`src/rtl/shift_pkg.sv`:
```
// Shared definitions for the serial left shifter: FSM state encoding and shift-mode constants.
package shift_pkg;

    typedef enum logic [1:0] {
        IDLE  = 2'd0,
        SHIFT = 2'd1,
        DONE  = 2'd2
    } state_t;

    localparam logic MODE_LSL = 1'b0;
    localparam logic MODE_ROL = 1'b1;

endpackage

```
`src/rtl/shift_left_serial.sv`:
```
// Serial left shifter: one bit per clock, logical or rotate, with signed-overflow tracking.
// Valid/ready handshake on both sides; one request in flight at a time.
module shift_left_serial
    import shift_pkg::*;
#(
    parameter int WIDTH = 8,
    parameter int AMTW  = $clog2(WIDTH)
) (
    input  logic             clk,
    input  logic             rst_n,
    input  logic             in_valid,
    output logic             in_ready,
    input  logic [WIDTH-1:0] in_data,
    input  logic [AMTW-1:0]  in_amt,
    input  logic             in_mode,
    output logic             out_valid,
    input  logic             out_ready,
    output logic [WIDTH-1:0] out_data,
    output logic             out_ovf
);

    localparam int MAX_AMT = WIDTH - 1;

    state_t            state_reg, state_next;
    logic [WIDTH-1:0]  data_reg,  data_next;
    logic [AMTW-1:0]   cnt_reg,   cnt_next;
    logic              mode_reg,  mode_next;
    logic              ovf_reg,   ovf_next;
    logic [AMTW-1:0]   amt_sat;

    // Amounts beyond the word width only arise for non-power-of-2 WIDTH.
    assign amt_sat = (int'(in_amt) > MAX_AMT) ? AMTW'(MAX_AMT) : in_amt;

    always_ff @(posedge clk or negedge rst_n) begin
        if (!rst_n) begin
            state_reg <= IDLE;
            data_reg  <= '0;
            cnt_reg   <= '0;
            mode_reg  <= MODE_LSL;
            ovf_reg   <= 1'b0;
        end else begin
            state_reg <= state_next;
            data_reg  <= data_next;
            cnt_reg   <= cnt_next;
            mode_reg  <= mode_next;
            ovf_reg   <= ovf_next;
        end
    end

    always_comb begin
        state_next = state_reg;
        data_next  = data_reg;
        cnt_next   = cnt_reg;
        mode_next  = mode_reg;
        ovf_next   = ovf_reg;
        in_ready   = 1'b0;
        out_valid  = 1'b0;

        case (state_reg)
            IDLE: begin
                in_ready = 1'b1;
                if (in_valid) begin
                    data_next  = in_data;
                    cnt_next   = amt_sat;
                    mode_next  = in_mode;
                    ovf_next   = 1'b0;
                    state_next = SHIFT;
                end
            end
            SHIFT: begin
                // A zero count spends one pass cycle so latency is uniformly max(amt,1).
                if (cnt_reg == '0) begin
                    state_next = DONE;
                end else begin
                    data_next = {data_reg[WIDTH-2:0],
                                 (mode_reg == MODE_ROL) ? data_reg[WIDTH-1] : 1'b0};
                    if ((mode_reg == MODE_LSL) && (data_reg[WIDTH-1] != data_reg[WIDTH-2]))
                        ovf_next = 1'b1;
                    cnt_next = cnt_reg - AMTW'(1);
                    if (cnt_reg == AMTW'(1))
                        state_next = DONE;
                end
            end
            DONE: begin
                out_valid = 1'b1;
                if (out_ready)
                    state_next = IDLE;
            end
            default: state_next = IDLE;
        endcase
    end

    assign out_data = data_reg;
    assign out_ovf  = ovf_reg;

endmodule

```
`config.mk`:
```
export PLATFORM = sky130hd
export DESIGN_NAME = shift_left_serial
export DESIGN_NICKNAME = d
export VERILOG_FILES = /design/src/rtl/shift_pkg.sv /design/src/rtl/shift_left_serial.sv
export SDC_FILE = /design/constraint.sdc
export NUM_CORES = 1
export LEC_CHECK = 0
export BUFFER_PORTS_ARGS = -buffer_cell sky130_fd_sc_hd__clkbuf_2
export CAP_MARGIN = 20
export CORE_UTILIZATION = 50
export CTS_CLUSTER_DIAMETER = 100
export CTS_CLUSTER_SIZE = 10
export DETAILED_ROUTE_END_ITERATION = 16
export GPL_TIMING_DRIVEN = 1
export PLACE_DENSITY = 0.84
export SETUP_SLACK_MARGIN = 0.05
export SYNTH_ARGS = -nofsm -noshare
export SYNTH_HDL_FRONTEND = slang
export SYNTH_SLANG_ARGS = --single-unit
```
`constraint.sdc`:
```
create_clock -name clk -period 1.77 [get_ports clk]
set_clock_uncertainty 0.05 [all_clocks]
set_input_delay 0.4425 -clock clk [delete_from_list [all_inputs] [get_ports clk]]
set_output_delay 0.4425 -clock clk [all_outputs]
set_load 0.01 [all_outputs]
```
==> results of run 1 <==
==> path summary, 6_finish.rpt <==
check	startpoint	endpoint	slack (ps)	depth (start not counted)
hold / removal	rst_n	out_data[6]	-3	1
setup reg to reg	cnt_reg[0]	out_data[5]	90	6
setup / recovery	state_reg[0]	in_ready	70	3
max in group asynchronous	rst_n	state_reg[0]	1390	1
hold reg to reg	mode_reg	mode_reg	490	1
min in group clk	in_mode	mode_reg	330	2
==> metrics by stage <==
step,utilization (%),hold WS [ps]
after floorplan,-,96.9
after global placement,62.6,323
after detailed placement,62.6,326
after CTS,64.3,3.80
after global routing,66.7,19.1
final,66.7,-2.69
==> placed cells by master, fill, tap and decap left out, types with 2 or more instances in the layout <==
cell	netlist	final
clkbuf_2	0	26
mux2_4	14	14
dfrtp_1	15	14
buf_4	0	10
inv_1	5	5
nor2_1	5	5
o21ai_0	4	4
mux2i_1	3	3
nand2_1	3	3
ha_1	3	3
clkbuf_4	0	3
mux2_2	2	2
==> timing repair <==
action / in CTS / in global routing
setup endpoints to repair: 1 / 10
resized for setup: 1 / 1
buffers inserted: 0 / 5
==> layer usage <==
metal / track usage, % / vias to the layer above
met5: 0 / -
met2: 34.2 / 19
met3: 4.00 / 6
met1: 27.3 / 354
met4: 9.09 / 0
li1: - / 326
==> power by group through the flow <==
stage,Sequential (mW),Combinational [mW],Clock [mW]
floorplan,0.697,1.22,0
global placement,0.676,1.49,0
detailed placement,0.690,1.53,0
CTS,0.688,1.54,0.210
global route,0.703,1.80,0.221
finish,0.678,1.68,0.200
==> layout make-up <==
class | count | area (µm²) | share of cell area, %
well taps | 25 | 31.3 | 2.72
repair buffers | 37 | 216 | 18.8
flip-flops and latches | 15 | 377 | 32.7
clock inverters | 1 | 5.00 | 0.435
clock buffers | 3 | 22.5 | 1.96
inverters | 5 | 18.8 | 1.63
multi-input cells | 48 | 480 | 41.7
==> logic make-up (layout without fill, tap and decap cells) <==
logic type	after synthesis	after routing	share of synthesized area, %
flops	15	15	40.7
buf+inv	9	46	7.19
compound gates	9	9	6.92
simple gates	16	16	11.7
fa+ha+maj	3	3	4.07
xor+xnor	1	1	0.950
mux	19	19	28.5
==> worst register-to-register path, delay by kind of cell (launching register included) <==
family	cells	cell delay [ps]
mux	1	300
fa+ha+maj	1	210
buf+inv	2	250
simple gates	2	400
flops	1	360
==> results.md, run 1 <==
* Status: complete, but fails checks
* Failing checks: hold timing
* Switching part of the total at a little over a third
* Total GRT Usage at about a fifth
* Area grow syn2layout at 24.8%
* Predominant post-synthesis flop cell: dfrtp_1
* Mapped Nets at 91
* Clk buf depth at 2
* Final WL at 1910 µm
* DR pass1 iterations at 4
* Standard-cell rows at 15
* CTS hold repair buffers at 0
* Drt wl/cell at ~14 µm
* Nets at around 130
* Max reg flops at 8
* Share of layout cells above drive strength 1 at 56.0%
* RSZ-0062 raised after global routing: yes
* Leading area contributor after synthesis: dfrtp_1
* Critical path peak fanout at 6
* Final setup vio count at 0
* Worst-margin pin slew at 363 ps
* Number of enable flip-flop cells after synthesis at 0
* Gate power share at about two thirds
* Max-slew headroom at 75.2%
* Worst EP required at 1280 ps
* Synth area leaders: dfrtp_1, mux2_4, ha_1
* Worst-path cell chain: buf_4 > nor2_1 > clkbuf_2
* Clock power frac at 7.8%
* Min Clock Period, post-route at between 1500 and 2000 ps
* Leak at 0.614 nW
* Seq/Total Area, Yosys at about two fifths
* WL met2 at between 900 and 1000 µm
* Clk pin slew, worst setup/hold paths at 90 ps
* Synth Cell Area at 922 µm²
* Starting density of the core at 53.4%
* Worst Path Buf+Inv at 2
* Syn Area/Cell at between 10 and 15 µm²
* Fmax at 0.588 GHz
* Synth warnings at 0
* Synth async-reset ratio at 100%
* Detailed Place HPWL at 1370 µm
* Vias at 705
* Crit start category: flop
* Post-detailed-route DRC marker count at 0
* Yosys reg bits at 15
* Die Span X at 44.9 µm
* DR vias/cell at 5.26
* ANT nets after route at 0
* TritonCTS Sinks at 15
* Final-layout fill cell count at approximately 140
* Setup TNS at 0 ps
* Core area at approximately 0.0017 mm²
* Final slew viol count at 0
* Die footprint at approximately 0.0020 mm²
* Initial drt markers at 11
* Peak supply drop at 0.00101 V
* Place WS at 76.1 ps
* CTS buffer count at 3
* Port Buf Inserts at 26
* Worst min-delay path category: in -> async
* Synth top cells by count: dfrtp_1, mux2_4, inv_1, nor2_1, o21ai_0
* Routed wl met3 at roughly 70 µm
* Final cycle utilization of the critical path at a little over nine tenths
* CTS tree: built
* CTS H-tree depth at 1
* Synth Instances at 72
* Critical Path AT at 1210 ps
* Final WS setup at 70.5 ps
* Final global-route overflow total at 0
* Non-filler cells, final at around 130
* Power Internal at ~1.6 mW
* NetSw at around 0.93 mW
* Cell area after layout at 0.00115 mm²
* Met1 Routed Length at 835 µm
* Delay of the slowest cell on the worst path at 460 ps
* Antenna violations before repair at 0
* Crit path max-delay cell type: dfrtp_2
* Worst Setup End Kind: primary output
* CTS root buf: clkbuf_4
* Fin. Hold Viols at 15
* Sequential share of power at a little over a quarter
* Top sig layer: met4
* Pin count of the biggest net entering global routing at 16
* Die H at between 40 and 50 µm
* Synth unique cells at 26
* Count leader, synth: dfrtp_1
* First-pass GRT wire length at ~2900 µm
* Total power at around 2.6 mW
* Hold WS at -2.69 ps
* PD cells at 2220 mW/mm²
* CP top delay family: flip-flops
* Clock latency on the worst-skew pair at 290 ps
* Dpl cell area at 0.00108 mm²
* Synth top area share at 40.7%
* Max-Cap Viols at 0
* Antenna diode count at 0
* Placed cells at ~130
* RD Place Congestion at 0.876
* I/O pins at 27
* Crit Path Class: reg -> out
* Number of global-route vias before repair at 640
Note: power is estimated with default switching activity, not from simulation.
==> inputs of run 2 (changes only) <==
--- a/config.mk
+++ b/config.mk
@@ -6,13 +6,14 @@
 export NUM_CORES = 1
 export LEC_CHECK = 0
 export BUFFER_PORTS_ARGS = -buffer_cell sky130_fd_sc_hd__clkbuf_2
-export CAP_MARGIN = 20
+export CAP_MARGIN = 10
 export CORE_UTILIZATION = 50
 export CTS_CLUSTER_DIAMETER = 100
 export CTS_CLUSTER_SIZE = 10
 export DETAILED_ROUTE_END_ITERATION = 16
 export GPL_TIMING_DRIVEN = 1
 export PLACE_DENSITY = 0.84
+export RECOVER_POWER = 50
 export SETUP_SLACK_MARGIN = 0.05
 export SYNTH_ARGS = -nofsm -noshare
 export SYNTH_HDL_FRONTEND = slang
==> run 2 against run 1 <==
First-iteration DRC count increased by 18%. Non-clock buffer count unchanged. Flip-flop and latch count unchanged. Setup slack improved by 0.66 ps. Global-route usage unchanged. Total power decreased by 0.86%. Count of clock-buffer cells in the layout unchanged. Fmax about the same. The run now ends clean. Die area unchanged. Combinational power about the same. Via count increased by 0.14%. Critical path depth unchanged.
==> results.md, run 2 (same netlist as run 1, synthesis figures left out) <==
* Reg-to-reg startpoint: cnt_reg[0] (unchanged)
* RSZ-0062 raised after global routing: yes (unchanged)
* Met1 Routed Length at 818 µm (was 835 µm)
* Max reg flops at 8 (unchanged)
* Leak at 0.601 nW (was 0.614 nW)
* ANT nets after route at 0 (unchanged)
* Die H at 44.9 µm (unchanged)
* Routed wl met3 at 73 µm (was 69 µm)
* Final cycle utilization of the critical path at 96.0% (about the same)
* Nets at 129 (unchanged)
* Reg2reg setup slack at 100 ps (was 90 ps)
* Vias at 706 (was 705)
* RD Place Congestion at 0.876 (unchanged)
* Worst min-delay path category: in -> async (unchanged)
* Area grow syn2layout at 24.0% (was 24.8%)
* CP top delay family: flip-flops (unchanged)
* Antenna violations before repair at 0 (unchanged)
* CTS H-tree depth at 1 (unchanged)
* Worst Setup End Kind: primary output (unchanged)
* Fmax at 0.589 GHz (was 0.588 GHz)
* Status: finished clean (was complete, but fails checks)
* Antenna diode count at 0 (unchanged)
* CTS hold repair buffers at 0 (unchanged)
* Clk buf depth at 2 (unchanged)
* Worst Path Buf+Inv at 2 (unchanged)
* Final setup vio count at 0 (unchanged)
* Placed cells at 125 (unchanged)
* Die Span X at 44.9 µm (unchanged)
* Worst-path cell chain: buf_4 > nor2_1 > clkbuf_2 (unchanged)
* DR vias/cell at 5.27 (was 5.26)
* Cell area after layout at 0.00114 mm² (was 0.00115 mm²)
* CTS tree: built (unchanged)
* Hold WS at 153 ps (was -2.69 ps)
* Non-filler cells, final at 134 (unchanged)
* TritonCTS Sinks at 15 (unchanged)
* Crit Path Class: reg -> out (unchanged)
* Commonest cells after routing, fill and taps aside: clkbuf_2, mux2_4, dfrtp_1, buf_4 (unchanged)
* Worst r2r path cells at 6 (unchanged)
* Critical Path AT at 1210 ps (about the same)
* Worst-margin pin slew at 796 ps (was 363 ps)
* DR pass1 iterations at 5 (was 4)
* Max-slew headroom at 47.0% (was 75.2%)
* Pin count of the biggest net entering global routing at 16 (unchanged)
* Die footprint at 0.00202 mm² (unchanged)
* RR Endpoint: out_data[5] (unchanged)
* First-pass GRT wire length at 2950 µm (unchanged)
* Starting density of the core at 53.4% (unchanged)
* Final global-route overflow total at 0 (unchanged)
* Critical path peak fanout at 6 (unchanged)
* Dpl cell area at 0.00108 mm² (unchanged)
* Max-Cap Viols at 0 (unchanged)
* PD cells at 2210 mW/mm² (was 2220 mW/mm²)
* Min Clock Period, post-route at 1700 ps (about the same)
* Most common cell after layout, fill and taps aside: clkbuf_2 (unchanged)
* Drt wl/cell at 14.2 µm (was 14.3 µm)
* Share of layout cells above drive strength 1 at 52.3% (was 56.0%)
* Port Buf Inserts at 26 (unchanged)
* Top sig layer: met4 (unchanged)
* Clock latency on the worst-skew pair at 290 ps (about the same)
* I/O pins at 27 (unchanged)
* Core area at 0.00173 mm² (unchanged)
* Final slew viol count at 0 (unchanged)
* Standard-cell rows at 15 (unchanged)
* Total GRT Usage at 21.1% (unchanged)
* Initial drt markers at 13 (was 11)
* Crit path max-delay cell type: dfrtp_2 (unchanged)
* Crit start category: flop (unchanged)
* CTS root buf: clkbuf_4 (unchanged)
* Final WL at 1900 µm (was 1910 µm)
* Number of global-route vias before repair at 640 (unchanged)
* Detailed Place HPWL at 1370 µm (unchanged)
* Worst EP required at 1280 ps (about the same)
* Fin. Hold Viols at 0 (was 15)
* Post-detailed-route DRC marker count at 0 (unchanged)
* CTS buffer count at 3 (unchanged)
* Peak supply drop at 0.00100 V (was 0.00101 V)
* Delay of the slowest cell on the worst path at 460 ps (about the same)
* Clk pin slew, worst setup/hold paths at 90 ps (about the same)
* Setup TNS at 0 ps (unchanged)
* WL met2 at 950 µm (unchanged)
## run 2: changes by cell type in the layout (fill, tap and decap cells not counted)
| cell | before | now |
|---|---|---|
| clkbuf_2 | 26 | 23 |
| and2_1 | 1 | 0 |
| buf_4 | 10 | 9 |
| clkbuf_1 | 0 | 4 |
| and2_0 | 0 | 1 |
## run 2: how the worst max path moves through the flow
stage	start	to	slack, ps	cells past startpoint
3_3_place_gp	cnt_reg[0]	out_data[0]	150	6
3_5_place_dp	cnt_reg[0]	out_data[0]	80	6
4_1_cts	cnt_reg[0]	out_data[0]	60	6
5_1_grt	state_reg[0]	in_ready	30	3
2_1_floorplan	cnt_reg[0]	out_data[1]	140	6
6_report	state_reg[0]	in_ready	70	3
## run 2: area by class of cell
cell class	instances	area, µm²
clock buffers	3	22.5
clock inverters	1	5.00
fillers	143	583
inverters	5	18.8
multi-input cells	48	480
flip-flops and latches	15	377
well taps	25	31.3
repair buffers	37	209
## run 2: stage by stage
| stage | worst slack, ps | util, % | power, mW |
|---|---|---|---|
| final | 71.2 | 66.2 | 2.53 |
| after global routing | 30.5 | 66.2 | 2.71 |
| after CTS | 56.3 | 64.3 | 2.44 |
| after detailed placement | 76.1 | 62.6 | 2.22 |
| after global placement | 154 | 62.6 | 2.16 |
| after floorplan | 137 | - | 1.92 |
## run 2: report_power, final
group          leakage (nW)  internal (mW)  switching (mW)
combinational         0.408          0.990           0.665
sequential            0.175          0.531           0.146
clock                0.0177         0.0842           0.116
total                 0.601           1.61           0.927
## run 2: worst reg2reg max path, stage by stage (launching register included)
cell     delay, ps
dfrtp_1        350
inv_1           60
ha_1           210
and3b_4        210
nor3_4         190
buf_4          190
mux2_4         300
## run 2: routing by layer
metal | track usage (%) | vias to the layer above
met1 | 27.3 | 352
met2 | 34.2 | 23
met3 | 4.00 | 6
met5 | 0 | -
li1 | - | 325
met4 | 9.09 | 0
## run 2: what timing repair did
action	in CTS	in global routing
setup endpoints to repair	1	10
buffers inserted	0	5
gates resized for setup	1	1
